===== config.mk =====
export PLATFORM = sky130hd
export DESIGN_NAME = mult_accumulate_stage
export DESIGN_NICKNAME = d
export VERILOG_FILES = /design/src/rtl/mult_accumulate_stage.sv
export SDC_FILE = /design/constraint.sdc
export NUM_CORES = 1
export LEC_CHECK = 0
export ABC_CLOCK_PERIOD_IN_PS = 5800
export BUFFER_PORTS_ARGS = -buffer_cell sky130_fd_sc_hd__buf_2
export CORE_MARGIN = 5
export CORE_UTILIZATION = 40
export CTS_CLUSTER_DIAMETER = 40
export CTS_CLUSTER_SIZE = 14
export DETAILED_ROUTE_END_ITERATION = 10
export GPL_ROUTABILITY_DRIVEN = 0
export GPL_TIMING_DRIVEN = 0
export PLACE_DENSITY_LB_ADDON = 0.2
export SETUP_SLACK_MARGIN = 0.05
export SYNTH_ARGS = -nofsm -noshare
export SYNTH_HDL_FRONTEND = slang
export SYNTH_SLANG_ARGS = --single-unit

===== constraint.sdc =====
create_clock -name clk -period 5.8 [get_ports clk]
set_input_delay 0.29 -clock clk [delete_from_list [all_inputs] [get_ports clk]]
set_output_delay 0.29 -clock clk [all_outputs]
set_load 0.02 [all_outputs]

===== src/rtl/mult_accumulate_stage.sv =====
`default_nettype none
// ============================================================================
// Module      : mult_accumulate_stage
// Description : Signed product accumulator with a valid/ready input, per-beat
//               ADD/SUB/LOAD/NOP operations and a one-deep result register.
//               Optional feature macro: MAC_SATURATE_EN clamps the accumulator
//               on overflow instead of wrapping.
// Revision    : 1.0 - initial release
// ============================================================================
module mult_accumulate_stage #(
  parameter int WIDTH     = 32,
  parameter int ACC_WIDTH = 48,
  parameter int CNT_WIDTH = 8
) (
  input  logic                 clk,
  input  logic                 rst_n,
  input  logic                 in_valid,
  output logic                 in_ready,
  input  logic [WIDTH-1:0]     in_prod,
  input  logic [1:0]           in_op,
  input  logic                 in_last,
  output logic                 out_valid,
  input  logic                 out_ready,
  output logic [ACC_WIDTH-1:0] out_acc,
  output logic [CNT_WIDTH-1:0] out_count,
  output logic                 out_ovf
);

  localparam logic [1:0] c_op_add  = 2'b00;
  localparam logic [1:0] c_op_sub  = 2'b01;
  localparam logic [1:0] c_op_load = 2'b10;
  localparam int         c_msb     = ACC_WIDTH - 1;

`ifdef MAC_SATURATE_EN
  localparam logic [ACC_WIDTH-1:0] c_acc_max = {1'b0, {(ACC_WIDTH-1){1'b1}}};
  localparam logic [ACC_WIDTH-1:0] c_acc_min = {1'b1, {(ACC_WIDTH-1){1'b0}}};
`endif

  typedef enum logic [0:0] {
    ST_IDLE = 1'b0,
    ST_RUN  = 1'b1
  } state_t;

  state_t                 r_state;
  state_t                 w_state_next;
  logic [ACC_WIDTH-1:0]   r_acc;
  logic [CNT_WIDTH-1:0]   r_cnt;
  logic                   r_ovf;
  logic                   r_out_valid;
  logic [ACC_WIDTH-1:0]   r_out_acc;
  logic [CNT_WIDTH-1:0]   r_out_cnt;
  logic                   r_out_ovf;

  logic                   w_in_xfer;
  logic                   w_out_xfer;
  logic [ACC_WIDTH-1:0]   w_s;
  logic [ACC_WIDTH-1:0]   w_base;
  logic [CNT_WIDTH-1:0]   w_cnt_base;
  logic                   w_ovf_base;
  logic [ACC_WIDTH-1:0]   w_sum;
  logic [ACC_WIDTH-1:0]   w_diff;
  logic [ACC_WIDTH-1:0]   w_raw;
  logic [ACC_WIDTH-1:0]   w_acc_next;
  logic [CNT_WIDTH-1:0]   w_cnt_next;
  logic                   w_ovf_hit;
  logic                   w_ovf_next;

  assign in_ready   = !r_out_valid || out_ready;
  assign w_in_xfer  = in_valid && in_ready;
  assign w_out_xfer = r_out_valid && out_ready;
  assign w_s        = {{(ACC_WIDTH-WIDTH){in_prod[WIDTH-1]}}, in_prod};

  // A sequence always starts from a clean slate, whatever the registers hold.
  assign w_base     = (r_state == ST_RUN) ? r_acc : '0;
  assign w_cnt_base = (r_state == ST_RUN) ? r_cnt : '0;
  assign w_ovf_base = (r_state == ST_RUN) ? r_ovf : 1'b0;

  always_comb begin
    w_state_next = r_state;
    if (w_in_xfer) begin
      w_state_next = in_last ? ST_IDLE : ST_RUN;
    end
  end

  always_comb begin
    w_sum      = w_base + w_s;
    w_diff     = w_base - w_s;
    w_raw      = w_base;
    w_ovf_hit  = 1'b0;
    w_acc_next = w_base;
    case (in_op)
      c_op_add: begin
        w_raw     = w_sum;
        w_ovf_hit = (w_base[c_msb] == w_s[c_msb]) && (w_sum[c_msb] != w_base[c_msb]);
      end
      c_op_sub: begin
        w_raw     = w_diff;
        w_ovf_hit = (w_base[c_msb] != w_s[c_msb]) && (w_diff[c_msb] != w_base[c_msb]);
      end
      c_op_load: w_raw = w_s;
      default:   w_raw = w_base;
    endcase
`ifdef MAC_SATURATE_EN
    // Overflow direction always follows the sign of the old accumulator.
    if (w_ovf_hit) begin
      w_acc_next = w_base[c_msb] ? c_acc_min : c_acc_max;
    end else begin
      w_acc_next = w_raw;
    end
`else
    w_acc_next = w_raw;
`endif
  end

  assign w_ovf_next = w_ovf_base | w_ovf_hit;
  assign w_cnt_next = (&w_cnt_base) ? w_cnt_base : w_cnt_base + CNT_WIDTH'(1);

  always_ff @(posedge clk or negedge rst_n) begin
    if (!rst_n) begin
      r_state <= ST_IDLE;
    end else begin
      r_state <= w_state_next;
    end
  end

  always_ff @(posedge clk or negedge rst_n) begin
    if (!rst_n) begin
      r_acc <= '0;
      r_cnt <= '0;
      r_ovf <= 1'b0;
    end else if (w_in_xfer) begin
      if (in_last) begin
        r_acc <= '0;
        r_cnt <= '0;
        r_ovf <= 1'b0;
      end else begin
        r_acc <= w_acc_next;
        r_cnt <= w_cnt_next;
        r_ovf <= w_ovf_next;
      end
    end
  end

  // A new result takes priority over the consumer draining the old one.
  always_ff @(posedge clk or negedge rst_n) begin
    if (!rst_n) begin
      r_out_valid <= 1'b0;
      r_out_acc   <= '0;
      r_out_cnt   <= '0;
      r_out_ovf   <= 1'b0;
    end else if (w_in_xfer && in_last) begin
      r_out_valid <= 1'b1;
      r_out_acc   <= w_acc_next;
      r_out_cnt   <= w_cnt_next;
      r_out_ovf   <= w_ovf_next;
    end else if (w_out_xfer) begin
      r_out_valid <= 1'b0;
    end
  end

  assign out_valid = r_out_valid;
  assign out_acc   = r_out_acc;
  assign out_count = r_out_cnt;
  assign out_ovf   = r_out_ovf;

endmodule
`default_nettype wire


==> results.md <==
- The flow ran to the end, and the final reports show no timing, DRC or antenna violations.
- The core area is 28940 um2.
- Global routing used 27.77% of the available tracks across all layers.
- The clock latency on the worst-skew pair is 450 ps.
- The warning count from the yosys run is 0.
- The number of antenna violations at the first check in global routing is 0.
- Once detailed placement completed, the half-perimeter wirelength came to 36540 um.
- The maximum ir drop on the vdd rail is 196.8 uV.
- The maximum number of buffers from clock root to sink is 2.
- The number of pins with negative max-slew slack in the final report came to 0.
- A synthesized cell averages 7.449 um2.
- The mapped netlist covers 11790 um2.
- The die covers 33010 um2.
- Counting flops and latches in the post-synthesis netlist gives 116.
- The worst register-to-register path begins at r_state.
- Counting flops with a built-in enable in the synthesized netlist gives 0.
- Of the total synthesized cell area, the portion taken by XOR and XNOR cells is 3.947%.
- The path category of the worst min-delay check is primary input to flip-flop.
- Setup repair after global routing left no endpoint under its margin.
- The largest family of logic cells by synthesized area is compound AO/OA/AOI/OAI gates.
- After detailed routing, the number of vias per cell comes to 6.139.
- The reported max-cap violation count is 0.
- The pre-antenna-repair detailed-routing pass consisted of 6 iterations.
- Power spread over the standard cell area amounts to 289.7 nW/um2.
- For the pin with the worst max-slew slack, the measured transition is 1082 ps.
- The multiplexer share of the synthesized area is 3.385%.
- The placement row count is 62.
- The number of hold-slack violations in the final timing report is 0.
- The complex-gate fraction of the synthesized area is 29.29%.
- The count of boundary I/O pins is 98.
- The analysis attributes to cell leakage a power of 6.123 nW.
- The share of the clock period used by the worst path after layout is 96.20%.
- Counting instances, the worst hold path has a depth of 3.
- Synthesis produced 1583 cells.
- The worst-path maximum fanout is 19.
- The worst hold-check slack is 176.9 ps.
- The clock root buffer is sky130_fd_sc_hd__clkbuf_16.
- Buffers placed on the I/O ports in this run total 97.
- The H-tree was split into 4 levels.
- The via count of the first global-routing pass was 12.50k.
- Clock-pin slew was measured on the worst setup and hold paths at 70 ps.
- TritonCTS built the clock tree.
- For the finished layout, the period the worst path requires is 5579 ps.
- The launching instance or port of the critical path is r_state.
- Measured on the finished design, the core utilization comes to 46.39%.
- The number of nets in the finished design is 1836.
- The worst pin sits at a relative slew slack of 27.88%.
- Setup slack on the critical path of the routed design comes to 220.6 ps.
- The worst slack at placement is -1317 ps.
- The initial utilization of the core area, before any placement, comes to 40.75%.
- The clock net sink count is 116.
- The type of destination of the critical path is a flip-flop.
- From synthesis to final layout, the design area changed by 13.85%.
- The remaining global-route overflow is 0.
- The clock skew is 13.83 ps.
- For this run, design rule violations remaining after detail routing come to 0.
- Entering global routing, the biggest net connects 89 pins.
- The most frequently used flop master after synthesis is sky130_fd_sc_hd__dfrtp_1.
- For this run, the top clock speed supported by timing is 179.2 MHz.
- The number of antenna diodes in the final layout is 0.
- The worst setup path is of the flip-flop to flip-flop kind.
- Of the synthesized area, sequential elements account for 24.62%.
- The first global-routing pass estimated 72260 um of wire.
- The number of clock buffers added by TritonCTS is 17.
- The filler cell count is 2944.
- The post-route netlist has 10.97% of its cells at a drive strength greater than 1.
- The number of nets handed over by synthesis was 1719.
- The proportion of synthesized flip-flops having asynchronous set or reset is 100.0%.
- The endpoint identified for the worst register-to-register timing path is out_acc[45].
- For the worst flop-to-flop path, the logic depth is 16.
- The x dimension of the die is 181.7 um.
- For hold timing, the worst endpoint is out_valid.
- After detailed routing, the average wire length per cell comes to 22.56 um.
- The count of routing violations after the opening detailed-route iteration is 1480.
- Of the total synthesized cell area, the portion taken by full adders, half adders and majority gates is 10.67%.
- The worst hold path begins at out_ready.
- From bottom edge to top edge, the die measures 181.7 um.
- The element type at the critical path start is a flip-flop.
- The antenna violation net count after detailed routing is 0.
- The area fraction in and, or, nand and nor cells after synthesis is 21.63%.
- The setup-violating endpoint count in the final report is 0.
- The sum of routed wire length over all layers is 47310 um.
- The number of different library cells used by synthesis comes to 81.
- For the worst setup path, the data required time is 6100 ps.
- The count of vias placed by the detailed router is 12.87k.
- The arrival time reported for the critical path endpoint is 5880 ps.
- The setup slack on the worst flop-to-flop path is 220 ps.
==> metal layers <==
metal  up-vias  GRT usage [%]  wire [um]  share of wire, %
li1       5921              -          -                 -
met1      6153          37.68      20170                43
met2       680          41.42      20120                43
met3       119          8.043       5004                11
met4         0          11.44       2019               4.3
met5         -              0          0                 0
==> metrics by stage <==
| step | setup TNS (ps) | area, um2 | instances | total power (W) |
|---|---|---|---|---|
| after floorplan | 0 | 11790 | 1583 | 0.002193 |
| after global placement | -30470 | 12760 | 2064 | 0.002731 |
| after detailed placement | -28580 | 12790 | 2065 | 0.002750 |
| after CTS | 0 | 13410 | 2097 | 0.003850 |
| after global routing | 0 | 13420 | 2097 | 0.004084 |
| final | 0 | 13420 | 2097 | 0.003889 |
==> worst max-delay path by stage <==
stage,end,slack (ps),cells after the start
6_report,out_acc[45],220,16
5_1_grt,out_acc[43],80,16
4_1_cts,out_acc[38],240,17
3_5_place_dp,out_acc[45],-1320,17
3_3_place_gp,out_acc[45],-1350,17
2_1_floorplan,out_acc[47],1570,17
==> repair_timing <==
action	4_1_cts	5_1_grt
hold endpoints to repair	28	0
hold buffers	1	0
endpoints found under the setup margin	62	26
buffers inserted	0	0
cloned	0	0
gates resized for setup	9	9
pin swaps	0	0
==> cells by family after synthesis <==
kind of cell,after synthesis
DFF,116
adders and majority gates,100
and+or+nand+nor,547
AOI/OAI and AO/OA,542
buffers and inverters,196
xor gates and xnor gates,51
muxes,31
==> cell usage after synthesis (7+ instances only) <==
master                     count  area (um2)
sky130_fd_sc_hd__a211oi_1     16       120.1
sky130_fd_sc_hd__a21o_1       31       232.7
sky130_fd_sc_hd__a21oi_1     138       690.7
sky130_fd_sc_hd__a221o_1       7       70.07
sky130_fd_sc_hd__a22o_1       16       140.1
sky130_fd_sc_hd__a31oi_1      27       168.9
sky130_fd_sc_hd__and2_1       50       312.8
sky130_fd_sc_hd__and3_1        9       56.30
sky130_fd_sc_hd__buf_1        12       45.04
sky130_fd_sc_hd__buf_2         8       40.04
sky130_fd_sc_hd__clkbuf_1     72       270.3
sky130_fd_sc_hd__dfrtp_1     116        2903
sky130_fd_sc_hd__ha_1         95        1189
sky130_fd_sc_hd__inv_1       100       375.4
sky130_fd_sc_hd__mux2_2       11       123.9
sky130_fd_sc_hd__mux2i_1      14       140.1
sky130_fd_sc_hd__nand2_1     217       814.5
sky130_fd_sc_hd__nand2b_1     12       75.07
sky130_fd_sc_hd__nand3_1      33       165.2
sky130_fd_sc_hd__nand4_1      17       106.4
sky130_fd_sc_hd__nor2_1      110       412.9
sky130_fd_sc_hd__nor2b_1      19       118.9
sky130_fd_sc_hd__nor3_1       28       140.1
sky130_fd_sc_hd__nor4_1       19       118.9
sky130_fd_sc_hd__o211ai_1     23       172.7
sky130_fd_sc_hd__o21ai_0     148       740.7
sky130_fd_sc_hd__o21ai_1       9       45.04
sky130_fd_sc_hd__o21bai_1     23       172.7
sky130_fd_sc_hd__o31ai_1      21       157.7
sky130_fd_sc_hd__or2_2         8       50.05
sky130_fd_sc_hd__or3_1        11       68.82
sky130_fd_sc_hd__xnor2_1      46       402.9
==> worst max-delay path, stage by stage (launching register included) <==
cell and delay (ps):
sky130_fd_sc_hd__dfrtp_1 470, sky130_fd_sc_hd__clkbuf_2 350, sky130_fd_sc_hd__clkbuf_2 430, sky130_fd_sc_hd__buf_2 480
sky130_fd_sc_hd__clkbuf_2 340, sky130_fd_sc_hd__and2_1 200, sky130_fd_sc_hd__ha_1 320, sky130_fd_sc_hd__nor2_1 300
sky130_fd_sc_hd__o2111a_1 290, sky130_fd_sc_hd__a21oi_1 180, sky130_fd_sc_hd__nor4b_2 450, sky130_fd_sc_hd__o211ai_1 260
sky130_fd_sc_hd__a2111oi_2 570, sky130_fd_sc_hd__or3_1 180, sky130_fd_sc_hd__a31oi_1 90, sky130_fd_sc_hd__o21ai_0 380
sky130_fd_sc_hd__o21ai_0 130
==> final cells by class <==
class	instances	area, um2	area share, %
well taps	384	480.5	3.579
clock buffers	18	439.2	3.272
inverters	103	386.6	2.880
plain buffers	92	379.1	2.824
repair buffers	99	529.3	3.943
multi-input cells	1271	8160	60.79
flip-flops and latches	116	2903	21.62
clock inverters	14	146.4	1.091
==> cells in the final DEF (no fill, tap or decap), types with 50 or more instances in the layout <==
master	n
sky130_fd_sc_hd__a21oi_1	138
sky130_fd_sc_hd__and2_1	50
sky130_fd_sc_hd__buf_2	105
sky130_fd_sc_hd__clkbuf_1	65
sky130_fd_sc_hd__dfrtp_1	116
sky130_fd_sc_hd__ha_1	95
sky130_fd_sc_hd__inv_1	100
sky130_fd_sc_hd__nand2_1	217
sky130_fd_sc_hd__nor2_1	110
sky130_fd_sc_hd__o21ai_0	148
==> sequential cells by signal, summed over array words and instances (netlist names) <==
signal and count:
out_valid 1, r_ovf 1, out_count 8, r_acc 48
r_state 1, out_acc 48, out_ovf 1, r_cnt 8
==> where the power goes <==
group,leakage [nW],switching [W],internal (W)
Sequential,1.49,0.0000914,0.000960
Combinational,4.34,0.00116,0.000583
Clock,0.287,0.000478,0.000614
No activity file was read; power rests on OpenSTA's default activity.
